<file path="config.mk">
export PLATFORM = sky130hd
export DESIGN_NAME = mem_access_unit
export DESIGN_NICKNAME = d
export VERILOG_FILES = /design/src/rtl/mau_pkg.sv /design/src/rtl/mau_align.sv /design/src/rtl/mem_access_unit.sv
export SDC_FILE = /design/constraint.sdc
export NUM_CORES = 1
export LEC_CHECK = 0
export CELL_PAD_IN_SITES_DETAIL_PLACEMENT = 0
export CELL_PAD_IN_SITES_GLOBAL_PLACEMENT = 1
export CORE_UTILIZATION = 37
export DETAILED_ROUTE_END_ITERATION = 12
export PLACE_DENSITY_LB_ADDON = 0.1
export RECOVER_POWER = 50
export SYNTH_ARGS = -nofsm -noshare
export SYNTH_HDL_FRONTEND = slang
export SYNTH_SLANG_ARGS = --single-unit
export TNS_END_PERCENT = 30
</file>
<file path="constraint.sdc">
create_clock -name clk -period 4.2 [get_ports clk]
set_clock_uncertainty 0.1 [all_clocks]
set_input_delay 0.84 -clock clk [delete_from_list [all_inputs] [get_ports clk]]
set_output_delay 0.84 -clock clk [all_outputs]
set_load 0.1 [all_outputs]
</file>
<file path="src/rtl/mau_pkg.sv">
// Shared encodings for the data-memory access unit: sizes, FSM states,
// default read latency and the alignment rule.
package mau_pkg;

  localparam logic [1:0] SZ_B = 2'b00;
  localparam logic [1:0] SZ_H = 2'b01;
  localparam logic [1:0] SZ_W = 2'b10;

  localparam int unsigned RD_LAT_DEF = 1;

  typedef enum logic [1:0] {
    ST_IDLE,
    ST_RD,
    ST_WR,
    ST_RESP
  } state_e;

  // Illegal size, or a half/word whose address is not naturally aligned.
  function automatic logic misaligned(input logic [1:0] size, input logic [1:0] lo);
    return (size == 2'b11) ||
           ((size == SZ_H) && lo[0]) ||
           ((size == SZ_W) && (lo != 2'b00));
  endfunction

endpackage

</file>
<file path="src/rtl/mau_align.sv">
// Little-endian lane logic: extracts and extends load data, and merges
// store data into the old memory word for sub-word writes.
module mau_align
  import mau_pkg::*;
(
  input  logic [1:0]  size_i,
  input  logic [1:0]  lane_i,
  input  logic        is_unsigned_i,
  input  logic [31:0] rword_i,
  input  logic [31:0] wdata_i,
  output logic [31:0] load_data_o,
  output logic [31:0] merged_o
);

  logic [31:0] shifted;
  logic [31:0] mask;
  logic [31:0] lane_mask;

  assign shifted   = rword_i >> {lane_i, 3'b000};
  assign lane_mask = mask << {lane_i, 3'b000};
  assign merged_o  = (rword_i & ~lane_mask) | ((wdata_i << {lane_i, 3'b000}) & lane_mask);

  always_comb begin
    // NOTE: every combinational output gets a value on every path, so no latch is inferred.
    load_data_o = rword_i;
    mask        = 32'hFFFF_FFFF;
    case (size_i)
      SZ_B: begin
        mask        = 32'h0000_00FF;
        load_data_o = is_unsigned_i ? {24'b0, shifted[7:0]} : {{24{shifted[7]}}, shifted[7:0]};
      end
      SZ_H: begin
        mask        = 32'h0000_FFFF;
        load_data_o = is_unsigned_i ? {16'b0, shifted[15:0]} : {{16{shifted[15]}}, shifted[15:0]};
      end
      default: ;
    endcase
  end

endmodule

</file>
<file path="src/rtl/mem_access_unit.sv">
// Data-memory initiator: one load/store per handshake, with read-modify-write
// for sub-word stores and early rejection of misaligned/illegal requests.
module mem_access_unit
  import mau_pkg::*;
#(
  parameter int unsigned RD_LAT = RD_LAT_DEF,
  parameter int unsigned AW     = 32
) (
  input  logic          clk,
  input  logic          rst,
  input  logic          req_valid,
  output logic          req_ready,
  input  logic          req_we,
  input  logic [1:0]    req_size,
  input  logic          req_unsigned,
  input  logic [AW-1:0] req_addr,
  input  logic [31:0]   req_wdata,
  output logic          resp_valid,
  output logic [31:0]   resp_rdata,
  output logic          resp_err,
  output logic          mRead,
  output logic          mWrite,
  output logic [AW-1:0] addr_out,
  output logic [31:0]   write_data,
  input  logic [31:0]   m_rdata
);

  localparam int unsigned   CW       = (RD_LAT > 1) ? $clog2(RD_LAT) : 1;
  localparam logic [CW-1:0] CNT_LAST = CW'(RD_LAT - 1);

  state_e        state_q, state_d;
  logic [CW-1:0] cnt_q, cnt_d;
  logic [AW-1:0] addr_q, addr_d;
  logic [1:0]    lane_q, lane_d;
  logic [1:0]    size_q, size_d;
  logic          we_q, we_d;
  logic          uns_q, uns_d;
  logic          err_q, err_d;
  logic [31:0]   wdata_q, wdata_d;
  logic [31:0]   wr_word_q, wr_word_d;
  logic [31:0]   rdata_q, rdata_d;

  logic [31:0]   load_data;
  logic [31:0]   merged;
  logic          req_bad;

  assign req_bad = misaligned(req_size, req_addr[1:0]);

  mau_align u_align (
    .size_i        (size_q),
    .lane_i        (lane_q),
    .is_unsigned_i (uns_q),
    .rword_i       (m_rdata),
    .wdata_i       (wdata_q),
    .load_data_o   (load_data),
    .merged_o      (merged)
  );

  always_ff @(posedge clk) begin
    // NOTE: sequential state uses non-blocking assignments so all registers update together.
    if (rst) begin
      state_q   <= ST_IDLE;
      cnt_q     <= '0;
      addr_q    <= '0;
      lane_q    <= '0;
      size_q    <= '0;
      we_q      <= 1'b0;
      uns_q     <= 1'b0;
      err_q     <= 1'b0;
      wdata_q   <= '0;
      wr_word_q <= '0;
      rdata_q   <= '0;
    end else begin
      state_q   <= state_d;
      cnt_q     <= cnt_d;
      addr_q    <= addr_d;
      lane_q    <= lane_d;
      size_q    <= size_d;
      we_q      <= we_d;
      uns_q     <= uns_d;
      err_q     <= err_d;
      wdata_q   <= wdata_d;
      wr_word_q <= wr_word_d;
      rdata_q   <= rdata_d;
    end
  end

  always_comb begin
    state_d   = state_q;
    cnt_d     = cnt_q;
    addr_d    = addr_q;
    lane_d    = lane_q;
    size_d    = size_q;
    we_d      = we_q;
    uns_d     = uns_q;
    err_d     = err_q;
    wdata_d   = wdata_q;
    wr_word_d = wr_word_q;
    rdata_d   = rdata_q;
    case (state_q)
      ST_IDLE: begin
        if (req_valid) begin
          addr_d  = {req_addr[AW-1:2], 2'b00};
          lane_d  = req_addr[1:0];
          size_d  = req_size;
          we_d    = req_we;
          uns_d   = req_unsigned;
          wdata_d = req_wdata;
          err_d   = req_bad;
          cnt_d   = '0;
          rdata_d = '0;
          if (req_bad) begin
            state_d = ST_RESP;
          end else if (req_we && (req_size == SZ_W)) begin
            state_d   = ST_WR;
            wr_word_d = req_wdata;
          end else begin
            state_d = ST_RD;
          end
        end
      end
      ST_RD: begin
        // The last read cycle captures memory data: loads finish, sub-word stores merge.
        if (cnt_q == CNT_LAST) begin
          if (we_q) begin
            state_d   = ST_WR;
            wr_word_d = merged;
          end else begin
            state_d = ST_RESP;
            rdata_d = load_data;
          end
        end else begin
          cnt_d = cnt_q + CW'(1);
        end
      end
      ST_WR:   state_d = ST_RESP;
      ST_RESP: begin
        state_d = ST_IDLE;
        err_d   = 1'b0;
      end
      default: state_d = ST_IDLE;
    endcase
  end

  assign req_ready  = (state_q == ST_IDLE);
  assign resp_valid = (state_q == ST_RESP);
  assign resp_err   = (state_q == ST_RESP) && err_q;
  assign resp_rdata = rdata_q;
  assign mRead      = (state_q == ST_RD);
  assign mWrite     = (state_q == ST_WR);
  assign addr_out   = addr_q;
  assign write_data = wr_word_q;

endmodule

</file>
=== Word-level counts from Yosys, hierarchy flattened ===
Index checks and enable logic that the tools add are counted.

* Word-level logic and storage cells: 74
* Bits in registers: 136
* Input bits: 103
* Output and inout port bits: 101

* Equal/unequal tests: 13
* Shift-type cells: 3
* Reduce and logical (&&, ||, !) cells: 17
* Bitwise operators: 4
* Add/subtract/negate cells: 1
* Multiplexer cells: 25

{| class="wikitable"
|+ Operators by type and width
! operator !! number
|-
| 32-bit 2-to-1 mux || 10
|-
| 32-bit case mux with 2 select lines || 4
|-
| 32-bit AND || 2
|-
| 32-bit by 5-bit left shift with 32-bit output || 2
|-
| 32-bit NOT || 1
|-
| 32-bit bitwise OR || 1
|-
| 32-bit by 5-bit right shift with 16-bit output || 1
|-
| 2-bit == test, second input constant || 4
|-
| 2-bit 2-to-1 mux || 4
|-
| 2-bit != test, second input constant || 4
|-
| 2-bit case mux with 4 select lines || 1
|-
| 2-bit AND reduction || 4
|-
| 2-bit by 1-bit == test with 1-bit output, second input constant || 3
|-
| 6-bit AND reduction || 1
|-
| 2-bit nonzero test || 3
|-
| 1-bit logical AND || 4
|-
| 2-bit zero test || 2
|-
| 1-bit 2-to-1 mux || 4
|-
| 2-bit by 1-bit != test with 1-bit output, second input constant || 2
|-
| 1-bit case mux with 2 select lines || 2
|-
| 4-bit AND reduction || 1
|-
| 1-bit logical OR || 2
|-
| 1-bit adder, second input constant || 1
|}

=== Longest topological paths before layout ===
Gate-level depths: netlist (run 1).

* Depth in word-level cells: 9
* Gate-level depth with buffers: 9
* Mapped depth without buffers: 6

=== Hierarchy ===
A second synthesis (run 1) with hierarchy kept.

* Cells, all modules: 904
* Area total of the unflattened synthesis: 7350.8 µm²

{| class="wikitable"
|+ By module, submodules not included
! module !! cells an instance !! instances !! area an instance (µm²) !! seq. area each (µm²)
|-
| mem_access_unit || 669 || 1 || 5705.5 || 2702.6
|-
| mau_align || 235 || 1 || 1645.3 || 0.0
|}

=== Worst setup path after synthesis (run 1) ===
No wires, ideal clock.

* Path type: reg-to-output
* Start point: reg state_q[0]
* End point: out resp_err
* Data required time: 3.260 ns
* Buffers on the path: 0
* Stages on the path, launching flop included: 3
* Setup slack: 1.203 ns
* Data arrival time: 2.057 ns
* Path through: dfxtp_1 ha_1 and2_1

* Cells in the longest elaborated chain, start to end: 2

{| class="wikitable"
|+ RTL lines
! item !! line !! source
|-
| from (decl) || mem_access_unit.sv:31 || <nowiki>state_e state_q, state_d;</nowiki>
|-
| from (signal assigned) || mem_access_unit.sv:74 || <nowiki>state_q <= state_d;</nowiki>
|-
| 2-bit == test || -- ||
|-
| named net resp_valid || mem_access_unit.sv:18 || <nowiki>output logic resp_valid,</nowiki>
|-
| 1-bit logical AND || mem_access_unit.sv:147 || <nowiki>assign resp_err = (state_q == ST_RESP) && err_q;</nowiki>
|-
| to (decl) || mem_access_unit.sv:20 || <nowiki>output logic resp_err,</nowiki>
|}

The timed path passes the listed nets, and every way through them passes these cells.

=== Worst setup path after layout (run 1) ===
* Start point: in req_valid
* End point: reg wr_word_q[31] (netlist: write_data[31])

* Cells in the longest elaborated chain, start to end: 2

{| class="wikitable"
|+ RTL lines
! item !! line !! source
|-
| from (decl) || mem_access_unit.sv:11 || <nowiki>input logic req_valid,</nowiki>
|-
| 2-bit != test (no source line) || -- ||
|-
| 6-bit AND reduction (no source line) || -- ||
|-
| to (signal assigned) || mem_access_unit.sv:83 || <nowiki>wr_word_q <= wr_word_d;</nowiki>
|-
| to (decl) || mem_access_unit.sv:40 || <nowiki>logic [31:0] wr_word_q, wr_word_d;</nowiki>
|}

No other way between the ends.
A chain may end at the register's enable or synchronous reset.

==> key figures, run 1 <==
Worst setup path
  • Worst path slowest cell: and2_0
  • Critical path class: in -> reg
  • Critical Path End Type: flip-flop
  • Crit path largest cell delay: 1380 ps
  • Critical Path Start Type: input pin
  • Critical Path RT: 4410 ps
  • CP arrival: 3520 ps
  • CP cell instances: dlygate4sd3_1, and2_0, and3_1, a2bb2oi_1, o32ai_1
  • Top Family by Delay on Critical Path: simple AND/OR/NAND/NOR gates
  • Crit-path max FO: 32
  • Bufs and invs on worst path: 1

CTS
  • Cts hold-fix bufs: 0
  • # H-tree levels: 4
  • Clock sink count: 135
  • Post-cts resize count: 0
  • CTS Buf Count: 17
  • Root Driver: clkbuf_16
  • CTS max path bufs: 2
  • CTS tree: done
  • Clock latency on the worst-skew pair: 420 ps
  • Clk pin slew, worst setup/hold paths: 60 ps
  • Post-CTS setup buffer count: 0

Synthesis
  • Syn avg cell area: 8.211 um2
  • Cell area after synthesis: 6643 um2
  • Seq/Total Area, Yosys: 40.69%
  • Post-synth top flop: dfxtp_1
  • Syn Inst Count: 809
  • Async set-reset flop share out of synthesis: 0%
  • Synth cell types: 57
  • Post-synth EDFFs: 0
  • Yosys reg bits: 135
  • Yosys warns: 0

Placement
  • DP HPWL: 17630 um
  • Place WS: 945.2 ps
  • Cell count after placement: 1169
  • Placer congestion estimate: 0.8889
  • Port buffer count: 201

Detailed routing
  • DRT Wirelength: 24220 um
  • Drt via density: 5.693
  • First-pass DRT Iterations: 6
  • Drt wl/cell: 20.17 um
  • Number of DRC markers in iteration 0: 627
  • Post-route ant nets: 0
  • Via count: 6837
  • DRC: 0

Timing
  • Setup TNS: 0 ps
  • FMAX: 302.5 MHz
  • Unrepaired setup endpoints after global routing: no
  • Worst slew pin tran: 1820 ps
  • Pins Over Slew Limit: 108
  • Final-report setup violation count: 0
  • Setup ws final: 894.5 ps
  • Final Cycle Share: 78.70%
  • Worst slew margin: -21.42%
  • Final min period: 3306 ps
  • Fin. Hold Viols: 0
  • Fin Hold WS: 352.6 ps

GRT
  • Initial antenna violation count: 0
  • Vias in the first global route: 6441
  • Largest net degree at the start of global routing: 76
  • Grt ovf: 0
  • First-pass GRT wire length: 37160 um
  • Total GRT Usage: 26.49%

Finish
  • Commonest non-fill, non-tap cells in the layout: clkdlybuf4s50_1 (184), nand2_1 (168), dfxtp_1 (133), a21oi_1 (104), a22oi_1 (32)
  • NumNets Final: 1071
  • Layout Area Growth over Synthesis: 38.76%
  • # diodes: 0
  • Fin cells: 1201
  • Commonest non-fill, non-tap cell in the layout: clkdlybuf4s50_1
  • Share of layout cells above drive strength 1: 7.377%

Die
  • Initial core utilization: 38.14%
  • Row count: 48
  • Area of the core: 17420 um2
  • Die ar.: 18490 um2
  • Die Height: 136.0 um
  • Die Wd: 136.0 um
  • Ports: 204

Power
  • Power consumption: 7.652 mW
  • Peak supply drop: 0.7944 mV
  • Pwr/cell area: 830.1 nW/um2
  • Leak Pwr: 3.324 nW

Outcome
  • Failing checks: max-capacitance violations, max-slew violations
  • Status: complete, but fails checks

Worst hold path
  • Worst min-delay path category: reg -> reg

Job
  • MaxCap Viol Count: 2
==> stage by stage <==
stage / area (um2) / utilization [%]
after floorplan: 6646 / -
after global placement: 8687 / 49.88
after detailed placement: 8687 / 49.88
after CTS: 9250 / 53.11
after global routing: 9218 / 52.92
final: 9218 / 52.92
==> path summary, 6_finish.rpt <==
path	slack (ps)	startpoint	end	depth (start not counted)
min	350	addr_out[17]	addr_out[17]	2
min reg2reg	350	addr_out[17]	addr_out[17]	2
max	890	req_valid	write_data[31]	5
max reg2reg	910	state_q[1]	write_data[23]	8
==> state kept, by name (all words and copies together), names as in the netlist <==
register / flops
uns_q: 1
err_q: 1
write_data: 32
we_q: 1
addr_out: 30
size_q: 2
resp_rdata: 32
lane_q: 2
wdata_q: 32
state_q: 2
==> area by class of cell <==
| class | instances | area, um2 |
|---|---|---|
| Tap cell | 225 | 281.5 |
| Fill cell | 1712 | 8199 |
| Inverter | 12 | 45.04 |
| Sequential cell | 135 | 2705 |
| Timing Repair Buffer | 213 | 2086 |
| Clock buffer | 19 | 442.9 |
| Multi-Input combinational cell | 584 | 3537 |
| Clock inverter | 13 | 120.1 |
==> metal layers <==
metal	global-route usage (%)	up-vias	share of wire, %
met5	0	-	0
met4	9.012	0	1.8
met3	4.437	24	7.2
met2	40.67	294	45
met1	37.31	3278	46
li1	-	3241	-
==> power breakdown <==
part | switching (mW) | internal, mW | leakage [nW]
Clock | 0.609 | 0.836 | 0.271
Sequential | 0.254 | 1.61 | 1.10
Combinational | 3.25 | 1.10 | 1.95
Total | 4.11 | 3.54 | 3.32
==> worst register-to-register path, cell delays in order, from the launching register on <==
cell,delay [ps]
dfxtp_1,340
inv_1,110
ha_1,170
clkbuf_2,720
or2_2,280
nand2_1,350
nor2_1,560
buf_4,350
a311oi_1,130
==> synthesized netlist by cell type, drive strengths merged (10+ instances only) <==
library cell	n	area (um2)
nand2	168	630.6
dfxtp	135	2703
a21oi	104	520.5
clkbuf	53	198.9
o21ai	35	216.5
a22oi	32	240.2
buf	26	163.9
mux2i	25	250.2
nor2	23	86.33
a211o	15	131.4
o22ai	13	81.33
inv	12	45.04
nor2b	12	75.07
a211oi	10	80.07
==> cells by family after synthesis <==
family,synth area share (%)
flip-flops,40.69
buffers and inverters,6.140
AO/OA/AOI/OAI,31.83
multiplexers,4.276
adder cells (fa/ha/maj),0.9418
other,0.05645
AND/OR/NAND/NOR,16.07
Power figures use the tool's default switching activity.
==> inputs of run 2 (changes only) <==
CORE_UTILIZATION = 34   (was 37)
clock period = 3.3 ns   (was 4.2 ns; I/O delays follow)
==> run 2 against run 1 <==
The run now ends clean; die area increased by 8.7%; clock-buffer cell count stayed put; critical path depth unchanged; via count grew 0.16%; worst hold slack about the same; clock power rose by 22%; cell count rose by 3.3%; global-route usage is 1.9 points lower; first-iteration DRC count fell by 21%; utilization down 6.8 points; sequential power increased by 27%; final area is 5.1% lower; highest routed layer unchanged.
==> key figures, run 2 (synthesis results as in run 1) <==
Timing
  • Final min period: 2563 ps
  • Final-report setup violation count: 0
  • Unrepaired setup endpoints after global routing: no
  • Fin. Hold Viols: 0
  • Worst slew pin tran: 1198 ps
  • Worst slew margin: 20.50%
  • Setup TNS: 0 ps
  • Pins Over Slew Limit: 0
  • FMAX: 390.2 MHz
  • Final Cycle Share: 77.65%

Finish
  • Final Core Density: 46.16%
  • Fin cells: 1241
  • Share of layout cells above drive strength 1: 8.767%
  • Commonest non-fill, non-tap cells in the layout: nand2_1 (168), dfxtp_1 (133), a21oi_1 (104), clkdlybuf4s50_1 (101), clkbuf_1 (94)
  • # diodes: 0
  • Commonest non-fill, non-tap cell in the layout: nand2_1
  • NumNets Final: 1076
  • Layout Area Growth over Synthesis: 31.72%

Worst hold path
  • Hold Path End: addr_out[27]
  • Worst Min Path Start: addr_out[27]
  • Worst min-delay path category: reg -> reg
  • Worst hold path depth: 2

Die
  • Die Wd: 141.8 um
  • Ports: 204
  • Die Height: 141.8 um
  • Die ar.: 20100 um2
  • Initial core utilization: 35.04%
  • Area of the core: 18960 um2
  • Row count: 50

Detailed routing
  • Via count: 6848
  • DRC: 0
  • Drt via density: 5.518
  • Number of DRC markers in iteration 0: 495
  • First-pass DRT Iterations: 5
  • DRT Wirelength: 24580 um
  • Drt wl/cell: 19.80 um
  • Post-route ant nets: 0

Placement
  • Port buffer count: 201
  • Placer congestion estimate: 0.8641
  • DP HPWL: 18150 um
  • Cell count after placement: 1209

Job
  • MaxCap Viol Count: 0

Power
  • Peak supply drop: 0.5317 mV
  • Leak Pwr: 3.110 nW
  • Power consumption: 9.404 mW
  • Pwr/cell area: 1075 nW/um2

GRT
  • First-pass GRT wire length: 37400 um
  • Total GRT Usage: 24.62%
  • Grt ovf: 0
  • Initial antenna violation count: 0
  • Vias in the first global route: 6574
  • Largest net degree at the start of global routing: 80

CTS
  • Root Driver: clkbuf_16
  • CTS Buf Count: 17
  • # H-tree levels: 4
  • CTS tree: done
  • Clock latency on the worst-skew pair: 420 ps
  • CTS max path bufs: 2
  • Cts hold-fix bufs: 0
  • Clock sink count: 135
  • Post-cts resize count: 0
  • Post-CTS setup buffer count: 0
  • Clk pin slew, worst setup/hold paths: 60 ps

Worst setup path
  • Top Family by Delay on Critical Path: flip-flops
  • Critical Path Start Type: flip-flop
  • R2r worst-path depth: 5
  • Reg2Reg Setup Slack: 740 ps
  • Critical Path End Type: flip-flop
  • Crit-path max FO: 30
  • Critical path class: reg -> reg
  • Worst R2R End: write_data[23]
  • Reg-to-reg startpoint: lane_q[1]
  • CP arrival: 2780 ps
  • Crit path largest cell delay: 760 ps
  • Worst path slowest cell: dfxtp_2
  • CP cell instances: buf_4, and2_1, or2_2, o211ai_1, a311oi_1
  • Bufs and invs on worst path: 1
  • Critical Path RT: 3520 ps

Outcome
  • Status: complete, no violations
## run 2: how the worst max path moves through the flow
stage           startpoint             end  cells past startpoint
2_1_floorplan   state_q[0]        resp_err                      2
3_3_place_gp   req_size[1]  write_data[21]                      6
3_5_place_dp   req_size[1]  write_data[28]                      5
4_1_cts         state_q[1]   write_data[7]                      6
5_1_grt         state_q[0]  resp_rdata[20]                      6
6_report         lane_q[1]  write_data[23]                      5
## run 2: final cells by class
type	instances	area [um2]
Timing Repair Buffer	218	1574
Inverter	12	45.04
Fill cell	1967	10210
Clock buffer	19	452.9
Multi-Input combinational cell	584	3548
Sequential cell	135	2705
Clock inverter	13	98.84
Tap cell	260	325.3
## run 2: metal layers
metal	up-vias	wire length [um]	track usage [%]
met3	34	1606	4.860
met1	3269	11220	33.05
met5	-	0	0
li1	3254	-	-
met4	0	544	8.885
met2	291	11200	39.12
## run 2: power breakdown
group / leakage (nW) / total (mW) / internal [mW] / switching [mW]
clock: 0.254 / 1.77 / 1.01 / 0.769
sequential: 1.10 / 2.36 / 2.04 / 0.322
combinational: 1.75 / 5.27 / 1.11 / 4.16
total: 3.11 / 9.40 / 4.15 / 5.25
## run 2: worst min-delay path: cells and delay by family (launching register included)
kind	cells	cell delay, ps
and+or+nand+nor	1	50
DFF	1	310
AOI/OAI and AO/OA	1	50
## run 2: metrics by stage
step           worst slack, ps  hold slack (ps)  instance area, um2
2_1_floorplan            483.0            331.8                6646
3_3_place_gp             397.9            344.0                8553
3_5_place_dp             334.6            346.6                8553
4_1_cts                  733.0            355.1                9105
5_1_grt                  478.1            375.7                8750
6_report                 737.4            352.9                8750
